===== config.mk =====
export PLATFORM = sky130hd
export DESIGN_NAME = nrisc_pc_unit_flat
export DESIGN_NICKNAME = d
export VERILOG_FILES = /design/src/rtl/nrisc_pkg.sv /design/src/rtl/nrisc_pc_unit_if.sv /design/src/rtl/nrisc_pc_lifo.sv /design/src/rtl/nrisc_pc_unit.sv /design/src/flat_wrapper.sv
export SDC_FILE = /design/constraint.sdc
export NUM_CORES = 1
export LEC_CHECK = 0
export ABC_AREA = 0
export CAP_MARGIN = 15
export CORE_UTILIZATION = 50
export CTS_CLUSTER_SIZE = 40
export DETAILED_ROUTE_END_ITERATION = 16
export PLACE_DENSITY_LB_ADDON = 0.12
export REMOVE_ABC_BUFFERS = 1
export SETUP_SLACK_MARGIN = 0.2
export SLEW_MARGIN = 20
export SYNTH_ARGS = -nofsm -noshare
export SYNTH_HDL_FRONTEND = slang
export SYNTH_SLANG_ARGS = --single-unit

===== constraint.sdc =====
create_clock -name clk -period 8.2 [get_ports clk]
set_clock_uncertainty 0.15 [all_clocks]
set_input_delay 2.46 -clock clk [delete_from_list [all_inputs] [get_ports clk]]
set_output_delay 2.46 -clock clk [all_outputs]
set_load 0.05 [all_outputs]

===== src/rtl/nrisc_pkg.sv =====
// Shared definitions for the nRISC core: PC update encodings and datapath width.
package nrisc_pkg;

  localparam int NRISC_WIDTH = 16;

  typedef enum logic [1:0] {
    PC_CTRL_INC  = 2'd0,
    PC_CTRL_HOLD = 2'd1,
    PC_CTRL_JMP  = 2'd2,
    PC_CTRL_RET  = 2'd3
  } pc_ctrl_e;

endpackage


===== src/rtl/nrisc_pc_unit_if.sv =====
// Control-to-PC-stage bundle: update controls in, fetch address and stack status out.
interface nrisc_pc_unit_if #(
  parameter int WIDTH = 16,
  parameter int DEPTH = 8
);
  localparam int DW = $clog2(DEPTH) + 1;

  logic [1:0]       PC_ctrl;
  logic             PC_en;
  logic             PC_push;
  logic [WIDTH-1:0] PC_jump_addr;
  logic             PC_err_clr;
  logic [WIDTH-1:0] PC_addr;
  logic [DW-1:0]    PC_depth;
  logic             PC_full;
  logic             PC_empty;
  logic             PC_ovf;
  logic             PC_unf;

  modport master (
    output PC_ctrl, PC_en, PC_push, PC_jump_addr, PC_err_clr,
    input  PC_addr, PC_depth, PC_full, PC_empty, PC_ovf, PC_unf
  );

  modport slave (
    input  PC_ctrl, PC_en, PC_push, PC_jump_addr, PC_err_clr,
    output PC_addr, PC_depth, PC_full, PC_empty, PC_ovf, PC_unf
  );
endinterface


===== src/rtl/nrisc_pc_lifo.sv =====
// Return-address stack: saturating LIFO, only the top entry is readable.
module nrisc_pc_lifo #(
  parameter int WIDTH = 16,
  parameter int DEPTH = 8,
  localparam int AW = $clog2(DEPTH),
  localparam int DW = AW + 1
) (
  input  logic             clk,
  input  logic             rst,
  input  logic             push,
  input  logic             pop,
  input  logic [WIDTH-1:0] din,
  output logic [WIDTH-1:0] top,
  output logic [DW-1:0]    depth,
  output logic             full,
  output logic             empty
);

  logic [WIDTH-1:0] mem [DEPTH];
  logic [DW-1:0]    count;
  logic [AW-1:0]    wr_idx;
  logic [AW-1:0]    top_idx;

  assign wr_idx  = count[AW-1:0];
  // At count==DEPTH the low bits are zero, so the decrement lands on DEPTH-1.
  assign top_idx = count[AW-1:0] - 1'b1;

  assign full  = (count == DW'(DEPTH));
  assign empty = (count == '0);
  assign depth = count;
  assign top   = mem[top_idx];

  always_ff @(posedge clk or negedge rst) begin
    if (!rst) begin
      count <= '0;
    end else if (push && !full) begin
      count <= count + 1'b1;
    end else if (pop && !empty) begin
      count <= count - 1'b1;
    end
  end

  always_ff @(posedge clk) begin
    if (push && !full) begin
      mem[wr_idx] <= din;
    end
  end

endmodule


===== src/rtl/nrisc_pc_unit.sv =====
// Program-counter stage: PC register, next-PC mux, return stack and sticky stack-error flags.
module nrisc_pc_unit
  import nrisc_pkg::*;
#(
  parameter int               WIDTH     = NRISC_WIDTH,
  parameter int               DEPTH     = 8,
  parameter logic [WIDTH-1:0] RESET_VEC = '0
) (
  input logic          clk,
  input logic          rst,
  nrisc_pc_unit_if.slave bus
);

  localparam int DW = $clog2(DEPTH) + 1;

  logic [WIDTH-1:0] pc;
  logic [WIDTH-1:0] pc_inc;
  logic [WIDTH-1:0] pc_next;
  logic [WIDTH-1:0] stk_top;
  logic [DW-1:0]    stk_depth;
  logic             stk_full;
  logic             stk_empty;
  logic             push_req;
  logic             pop_req;
  logic             ovf_set;
  logic             unf_set;
  logic             ovf;
  logic             unf;
  pc_ctrl_e         ctrl;

  assign ctrl     = pc_ctrl_e'(bus.PC_ctrl);
  assign pc_inc   = pc + 1'b1;
  assign push_req = bus.PC_en && (ctrl == PC_CTRL_JMP) && bus.PC_push;
  assign pop_req  = bus.PC_en && (ctrl == PC_CTRL_RET);
  assign ovf_set  = push_req && stk_full;
  assign unf_set  = pop_req && stk_empty;

  nrisc_pc_lifo #(
    .WIDTH (WIDTH),
    .DEPTH (DEPTH)
  ) u_lifo (
    .clk   (clk),
    .rst   (rst),
    .push  (push_req),
    .pop   (pop_req),
    .din   (pc_inc),
    .top   (stk_top),
    .depth (stk_depth),
    .full  (stk_full),
    .empty (stk_empty)
  );

  always_comb begin
    pc_next = pc;
    if (bus.PC_en) begin
      case (ctrl)
        PC_CTRL_INC:  pc_next = pc_inc;
        PC_CTRL_HOLD: pc_next = pc;
        PC_CTRL_JMP:  pc_next = bus.PC_jump_addr;
        PC_CTRL_RET:  pc_next = stk_empty ? pc : stk_top;
        default:      pc_next = pc;
      endcase
    end
  end

  always_ff @(posedge clk or negedge rst) begin
    if (!rst) begin
      pc <= RESET_VEC;
    end else begin
      pc <= pc_next;
    end
  end

  // Set takes priority over a coincident clear so no error event is lost.
  always_ff @(posedge clk or negedge rst) begin
    if (!rst) begin
      ovf <= 1'b0;
      unf <= 1'b0;
    end else begin
      if (ovf_set)             ovf <= 1'b1;
      else if (bus.PC_err_clr) ovf <= 1'b0;
      if (unf_set)             unf <= 1'b1;
      else if (bus.PC_err_clr) unf <= 1'b0;
    end
  end

  assign bus.PC_addr  = pc;
  assign bus.PC_depth = stk_depth;
  assign bus.PC_full  = stk_full;
  assign bus.PC_empty = stk_empty;
  assign bus.PC_ovf   = ovf;
  assign bus.PC_unf   = unf;

endmodule


===== src/flat_wrapper.sv =====
// flat-port wrapper written by rule: the top's interface ports become plain ports
module nrisc_pc_unit_flat import nrisc_pkg::*;
#(
  parameter int               WIDTH     = NRISC_WIDTH,
  parameter int               DEPTH     = 8,
  parameter logic [WIDTH-1:0] RESET_VEC = '0
)
  (clk, rst, bus_PC_ctrl, bus_PC_en, bus_PC_push, bus_PC_jump_addr, bus_PC_err_clr, bus_PC_addr, bus_PC_depth, bus_PC_full, bus_PC_empty, bus_PC_ovf, bus_PC_unf);
  nrisc_pc_unit_if #(.WIDTH(WIDTH), .DEPTH(DEPTH)) bus_i ();
  input logic clk;
  input logic rst;
  input wire logic [$bits(bus_i.PC_ctrl)-1:0] bus_PC_ctrl;
  input wire logic [$bits(bus_i.PC_en)-1:0] bus_PC_en;
  input wire logic [$bits(bus_i.PC_push)-1:0] bus_PC_push;
  input wire logic [$bits(bus_i.PC_jump_addr)-1:0] bus_PC_jump_addr;
  input wire logic [$bits(bus_i.PC_err_clr)-1:0] bus_PC_err_clr;
  output wire logic [$bits(bus_i.PC_addr)-1:0] bus_PC_addr;
  output wire logic [$bits(bus_i.PC_depth)-1:0] bus_PC_depth;
  output wire logic [$bits(bus_i.PC_full)-1:0] bus_PC_full;
  output wire logic [$bits(bus_i.PC_empty)-1:0] bus_PC_empty;
  output wire logic [$bits(bus_i.PC_ovf)-1:0] bus_PC_ovf;
  output wire logic [$bits(bus_i.PC_unf)-1:0] bus_PC_unf;
  assign bus_i.PC_ctrl = bus_PC_ctrl;
  assign bus_i.PC_en = bus_PC_en;
  assign bus_i.PC_push = bus_PC_push;
  assign bus_i.PC_jump_addr = bus_PC_jump_addr;
  assign bus_i.PC_err_clr = bus_PC_err_clr;
  assign bus_PC_addr = bus_i.PC_addr;
  assign bus_PC_depth = bus_i.PC_depth;
  assign bus_PC_full = bus_i.PC_full;
  assign bus_PC_empty = bus_i.PC_empty;
  assign bus_PC_ovf = bus_i.PC_ovf;
  assign bus_PC_unf = bus_i.PC_unf;
  nrisc_pc_unit #(.WIDTH(WIDTH), .DEPTH(DEPTH), .RESET_VEC(RESET_VEC)) u_core (.clk(clk), .rst(rst), .bus(bus_i));
endmodule

Word level (Yosys, flattened, before mapping)
Memory sizes are Yosys's and may differ from the RTL's.
Index checks and enable logic that the tools add are counted.
{"block": "word_totals", "ram_bits": 128, "memories": 1, "output_inout_bits": 24, "in_bits": 23, "ff_bits": 22, "word_cells": 39}
{"name": "u_core.u_lifo.mem", "depth": 8, "word_bits": 16, "read_ports": 1, "rd_clocked_by_memory_dff": 0, "wr": 1, "line": "nrisc_pc_lifo.sv:19", "text": "logic [WIDTH-1:0] mem [DEPTH];"}
{"block": "op_classes", "n_addsub": 4, "bitwise": 1, "muxes": 9, "n_reduce_logical": 15, "n_eq_ne": 5}
{"op": "16-bit one-hot mux with 3 select lines", "n": 1}
{"op": "16-bit by 1-bit adder with 16-bit output, second input constant", "n": 1}
{"op": "16-bit two-way mux", "n": 1}
{"op": "4-bit two-way mux", "n": 2}
{"op": "1-bit logical AND", "n": 7}
{"op": "2-bit nonzero test", "n": 3}
{"op": "1-bit two-way mux", "n": 5}
{"op": "4-bit by 1-bit adder with 4-bit output, second input constant", "n": 1}
{"op": "2-bit == test, second input constant", "n": 2}
{"op": "4-bit == test, second input constant", "n": 1}
{"op": "4-bit logical NOT", "n": 1}
{"op": "4-bit by 1-bit subtractor with 4-bit output, second input constant", "n": 1}
{"op": "3-bit AND reduction", "n": 1}
{"op": "3-bit by 1-bit subtractor with 3-bit output, second input constant", "n": 1}
{"op": "2-bit by 1-bit == test with 1-bit output, second input constant", "n": 1}
{"op": "1-bit logical NOT", "n": 2}
{"op": "2-bit logical NOT", "n": 1}
{"op": "2-bit != test, second input constant", "n": 1}
{"op": "1-bit NOT", "n": 1}

Depth between registers and ports, before layout
{"block": "logic_depth", "ltp_word": 6, "depth_mapped": 12, "mapped_depth_nobuf": 10}

By module
Synthesis repeated with hierarchy kept, for this count alone.
{"block": "unflattened", "hier_cells": 394, "area_unflattened_um2": 6850.3}
{"module": "nrisc_pc_lifo", "seq_area_each_um2": 3943.8, "cells_each": 235, "area_per_inst_um2": 5288.8, "instances": 1}
{"module": "nrisc_pc_unit", "seq_area_each_um2": 450.4, "cells_each": 159, "area_per_inst_um2": 1561.5, "instances": 1}

Worst setup path after synthesis
OpenSTA, ideal clock, no wires.
{"block": "synth_timing", "kind": "register -> output", "startpoint": "reg u_core.u_lifo.count[0] (netlist: u_core.u_lifo.depth[0])", "endpoint": "out bus_PC_full", "arrival_ps": 2321, "t_required_ps": 5590, "n_path_buf": 2, "path_slack_ps": 3269, "stages_incl_launch_ff": 8, "cell_sequence": "dfrtp_1 -> buf_2 -> buf_4 -> clkinv_1 -> ha_1 -> nor2b_1 -> nand2_1 -> inv_1"}
{"block": "synth_via", "elab_chain_len": 1}
{"element": "from (decl)", "line": "nrisc_pc_lifo.sv:20", "text": "logic [DW-1:0] count;"}
{"element": "from (signal assigned)", "line": "nrisc_pc_lifo.sv:37", "text": "count <= count + 1'b1;"}
{"element": "from (signal assigned)", "line": "nrisc_pc_lifo.sv:39", "text": "count <= count - 1'b1;"}
{"element": "4-bit == test", "line": "nrisc_pc_lifo.sv:28", "text": "assign full = (count == DW'(DEPTH));"}
{"element": "to (decl)", "line": "flat_wrapper.sv:19", "text": "output wire logic [$bits(bus_i.PC_full)-1:0] bus_PC_full;"}
No other way between the ends.

Worst setup path after layout
{"block": "layout_timing", "startpoint": "in bus_PC_ctrl[1]", "endpoint": "reg u_core.u_lifo.count[3] (netlist: u_core.u_lifo.depth[3])"}
{"block": "layout_via", "elab_chain_len": 5, "elab_cells_between_ends": 9, "classes_between": "2 x eq/ne; 1 x mux; 6 x reduce/logical"}
{"element": "from (decl)", "line": "flat_wrapper.sv:12", "text": "input wire logic [$bits(bus_i.PC_ctrl)-1:0] bus_PC_ctrl;"}
{"element": "2-bit == test", "line": "nrisc_pc_unit.sv:33", "text": "assign push_req = bus.PC_en && (ctrl == PC_CTRL_JMP) && bus.PC_push;"}
{"element": "1-bit logical AND (2 in a row)", "line": "nrisc_pc_unit.sv:33"}
{"element": "1-bit logical AND", "line": "nrisc_pc_lifo.sv:36", "text": "end else if (push && !full) begin"}
{"element": "4-bit two-way mux / 2-bit nonzero test (equally long branches)"}
Parallel ways exist; a longest one is shown, timed or not.
A chain may end at the register's enable or synchronous reset.

==> tab_implementation.tex <==
\begin{tabular}{lr}
\hline
Metric & Value \\
\hline
\multicolumn{2}{l}{\textbf{Outcome}} \\
Status & completed \\
\multicolumn{2}{l}{\textbf{Routing}} \\
Via count & 3813 \\
Residual DRC & 0 \\
Wire length per cell after detailed routing & roughly 22 um \\
Final routed wirelength across all metal layers & approximately 14000 um \\
Initial drt markers & 339 \\
Antenna Violating Nets Remaining & 0 \\
Vias per inst & $\sim$6 \\
Length of the first detailed-routing pass in iterations & 5 \\
\multicolumn{2}{l}{\textbf{Layout}} \\
Number of nets at the end of the flow & approximately 500 \\
Final antenna diode count & 0 \\
Final core occ & 61.5\% \\
Share of cells above drive strength 1 & 17.7\% \\
Area growth, synth to finish & 20.2\% \\
\multicolumn{2}{l}{\textbf{Global routing}} \\
Maximum number of pins on one net before global-route repair & 33 \\
All-layer global routing usage & 24.1\% \\
Wire length of the first global-routing pass & $\sim$22000 um \\
Vias in the first global route & 3823 \\
Initial antenna violation count & 0 \\
Total grt overflow & 0 \\
\multicolumn{2}{l}{\textbf{Critical path}} \\
Largest stage delay, worst path & 0.93 ns \\
Startpoint kind of the worst setup timing path & input port \\
Cell depth of the worst flop-to-flop path & 8 \\
Worst Setup End Kind & register \\
Largest fanout on the critical path & 15 \\
Critical path, cell by cell & clkdlybuf4s50\_1 -> nor2b\_1 -> nand3\_1 -> a21oi\_1 -> inv\_1 -> ha\_1 -> a21o\_1 -> a21oi\_1 -> mux2i\_1 -> xor2\_1 \\
Setup slack on the worst flop-to-flop path & 4.49 ns \\
Critical Path RT & 8.39 ns \\
Slowest-stage cell, CP & sky130\_fd\_sc\_hd\_\_nor2b\_1 \\
Data arrival time of the critical path & 5.95 ns \\
Critical Path Most Common Cell & sky130\_fd\_sc\_hd\_\_a21oi\_1 \\
Critical path start-end classification & in -> reg \\
R2r startpoint & u\_core.u\_lifo.depth[0] \\
Reg-to-reg critical path endpoint & u\_core.bus.PC\_addr[11] \\
\multicolumn{2}{l}{\textbf{Synth}} \\
Synth top cells by count & sky130\_fd\_sc\_hd\_\_edfxtp\_1 (128), sky130\_fd\_sc\_hd\_\_nand2\_1 (44), sky130\_fd\_sc\_hd\_\_mux4\_2 (29) \\
Yosys top cell area share & between 50\% and 60\% \\
Count leader, synth & sky130\_fd\_sc\_hd\_\_edfxtp\_1 \\
Cell types with the largest area share after synthesis & sky130\_fd\_sc\_hd\_\_edfxtp\_1 (59\%), sky130\_fd\_sc\_hd\_\_mux4\_2 (10\%), sky130\_fd\_sc\_hd\_\_dfrtp\_1 (8.5\%), sky130\_fd\_sc\_hd\_\_nand2\_1 (2.6\%), sky130\_fd\_sc\_hd\_\_mux2i\_1 (1.5\%) \\
Predominant post-synthesis flop cell & sky130\_fd\_sc\_hd\_\_edfxtp\_1 \\
Count of state elements after synthesis & 150 \\
Post-synth EDFFs & 128 \\
Cell taking the most area after synthesis & sky130\_fd\_sc\_hd\_\_edfxtp\_1 \\
Synthesis warning total & 0 \\
Post-synthesis average cell area & 16.0 um\^{}2 \\
Netlist area before placement & 6460 um\^{}2 \\
Async set-reset flop share out of synthesis & around 15\% \\
Cell count after synthesis & just over 400 \\
Proportion of synthesized chip area in sequential cells & a little under 70\% \\
Count of different cell masters after synthesis & 48 \\
\multicolumn{2}{l}{\textbf{Worst hold path}} \\
Worst hold path stage count & 2 \\
Hold Path Class & reg -> reg \\
Min-Delay Endpoint & u\_core.bus.PC\_unf \\
Startpoint of the tightest hold check path & u\_core.bus.PC\_unf \\
\multicolumn{2}{l}{\textbf{STA}} \\
Worst slew slack as a fraction of its limit & 27.2\% \\
Hold WS & 0.369 ns \\
Highest clock rate & between 150 and 200 MHz \\
Final worst-path cycle share & a little over two thirds \\
Total Neg Setup Slack & 0 ns \\
Post-layout min period & 5.76 ns \\
Final setup violation count & 0 \\
Final hold violations & 0 \\
Slew Limit Fails & 0 \\
Unrepaired setup endpoints after global routing & false \\
Transition time of the tightest slew-check pin & between 1 and 1.5 ns \\
\multicolumn{2}{l}{\textbf{CTS}} \\
Number of levels the H-tree was split into & 4 \\
TritonCTS clock tree & done \\
Number of clock sinks seen by CTS & 150 \\
Clock insertion delay at the later pin of the skew report & 0.42 ns \\
Clock transition time at the flip-flop clock pins of the worst setup and hold paths & 0.06 ns \\
TritonCTS Buffers & 17 \\
Post-CTS Resized & 0 \\
Buffer count from post-CTS setup fixing & 0 \\
Buffer depth of the longest clock path & 2 \\
\# hold bufs at CTS & 0 \\
Root cell of the clock tree & sky130\_fd\_sc\_hd\_\_clkbuf\_16 \\
\multicolumn{2}{l}{\textbf{Floorplanning}} \\
Cell Rows & 41 \\
Starting utilization of the core area & between 50\% and 60\% \\
Vertical die dimension & 116 um \\
Floorplan Core Area & 12600 um\^{}2 \\
Top-Level Pins & 47 \\
Die Area & between 10000 and 15000 um\^{}2 \\
Overall die width & 116 um \\
\multicolumn{2}{l}{\textbf{Power and ir drop}} \\
Static Leakage & approximately 2.7 nW \\
Power density over the cells & 385 nW/um\^{}2 \\
Design Power & 2.99 mW \\
Peak supply drop & 0.164 mV \\
\multicolumn{2}{l}{\textbf{Flow run}} \\
Max\_cap viols & 0 \\
\multicolumn{2}{l}{\textbf{Placed design}} \\
Half-perimeter wire length after placement & 9190 um \\
Routability congestion estimate from global placement & between 0.7 and 0.8 \\
Quantity of I/O buffers inserted on ports & 46 \\
\hline
\end{tabular}
[area by class of cell]
type | instances | area, um^2
clock buffers | 19 | 433
repair buffers | 61 | 568
inverters | 12 | 45.0
clock inverters | 12 | 153
well taps | 172 | 215
multi-input cells | 225 | 1960
fillers | 943 | 4850
flip-flops and latches | 150 | 4400
[worst max-delay path by stage]
stage	startpoint	end	slack, ns
floorplan	u_core.u_lifo.depth[0]	bus_PC_empty	2.38
global placement	bus_PC_ctrl[1]	u_core.u_lifo.depth[3]	2.12
detailed placement	bus_PC_ctrl[1]	u_core.u_lifo.depth[3]	1.99
CTS	u_core.u_lifo.depth[0]	bus_PC_empty	2.38
global route	bus_PC_ctrl[1]	u_core.u_lifo.depth[3]	2.16
finish	bus_PC_ctrl[1]	u_core.u_lifo.depth[3]	2.44
[report_power, final]
| part | switching, mW | leakage, nW | internal (mW) | total (mW) |
|---|---|---|---|---|
| Sequential | 0.104 | 1.42 | 0.988 | 1.09 |
| Clock | 0.301 | 0.277 | 0.476 | 0.777 |
| Combinational | 0.663 | 0.989 | 0.455 | 1.12 |
[routing by layer]
| layer | routed length, um | part of all wire, % | track usage (%) |
|---|---|---|---|
| met4 | 187 | 1.3 | 8.89 |
| met3 | 1020 | 7.1 | 7.17 |
| met2 | 6850 | 48 | 36.9 |
| met5 | 0 | 0 | 0 |
| met1 | 6240 | 44 | 33.2 |
[critical path: cells and delay by family]
family                   cells  cell delay [ns]
AO/OA/AOI/OAI                3             0.62
buffers and inverters        2             1.00
AND/OR/NAND/NOR              2             1.13
XOR/XNOR                     1             0.17
adder cells (fa/ha/maj)      1             0.29
multiplexers                 1             0.27
[state kept, by name (all words and copies together), names as in the netlist]
name	count
u_core.u_lifo.mem	128
u_core.bus.PC_addr	16
u_core.u_lifo.depth	4
u_core.bus.PC_ovf	1
u_core.bus.PC_unf	1
[through the flow]
| step | setup slack [ns] | cell area, um^2 | instances |
|---|---|---|---|
| after floorplan | 2.38 | 6380 | 387 |
| after global placement | 2.12 | 7180 | 620 |
| after detailed placement | 1.99 | 7180 | 620 |
| after CTS | 2.38 | 7760 | 651 |
| after global routing | 2.16 | 7760 | 651 |
| final | 2.44 | 7760 | 651 |
[logic make-up (layout without fill, tap and decap cells)]
logic type,after synthesis,count (layout),synth area share (%)
mux,44,44,13.2
xor+xnor,18,18,2.73
fa+ha+maj,5,5,1.08
buf+inv,30,104,1.92
flops,150,150,68.0
compound gates,54,54,5.64
simple gates,104,104,7.40
[cells in the final DEF (no fill, tap or decap), types with 3 or more instances in the layout]
cell,count
sky130_fd_sc_hd__nand4_1,4
sky130_fd_sc_hd__mux2i_1,10
sky130_fd_sc_hd__dfrtp_1,21
sky130_fd_sc_hd__clkinvlp_4,3
sky130_fd_sc_hd__nor3_1,7
sky130_fd_sc_hd__xor2_1,7
sky130_fd_sc_hd__ha_1,3
sky130_fd_sc_hd__nor2_1,16
sky130_fd_sc_hd__and3_1,6
sky130_fd_sc_hd__nand2b_1,4
sky130_fd_sc_hd__edfxtp_1,128
sky130_fd_sc_hd__nand3_1,14
sky130_fd_sc_hd__a21oi_1,17
sky130_fd_sc_hd__inv_1,10
sky130_fd_sc_hd__mux4_1,3
sky130_fd_sc_hd__buf_4,15
sky130_fd_sc_hd__clkdlybuf4s50_1,45
sky130_fd_sc_hd__mux4_2,29
sky130_fd_sc_hd__nand2_1,44
sky130_fd_sc_hd__clkbuf_16,17
sky130_fd_sc_hd__o21ai_0,11
sky130_fd_sc_hd__bufinv_16,3
sky130_fd_sc_hd__xnor2_1,10
sky130_fd_sc_hd__clkinv_1,3
sky130_fd_sc_hd__a221oi_1,5
sky130_fd_sc_hd__o211ai_1,3
No activity file was read; power rests on OpenSTA's default activity.
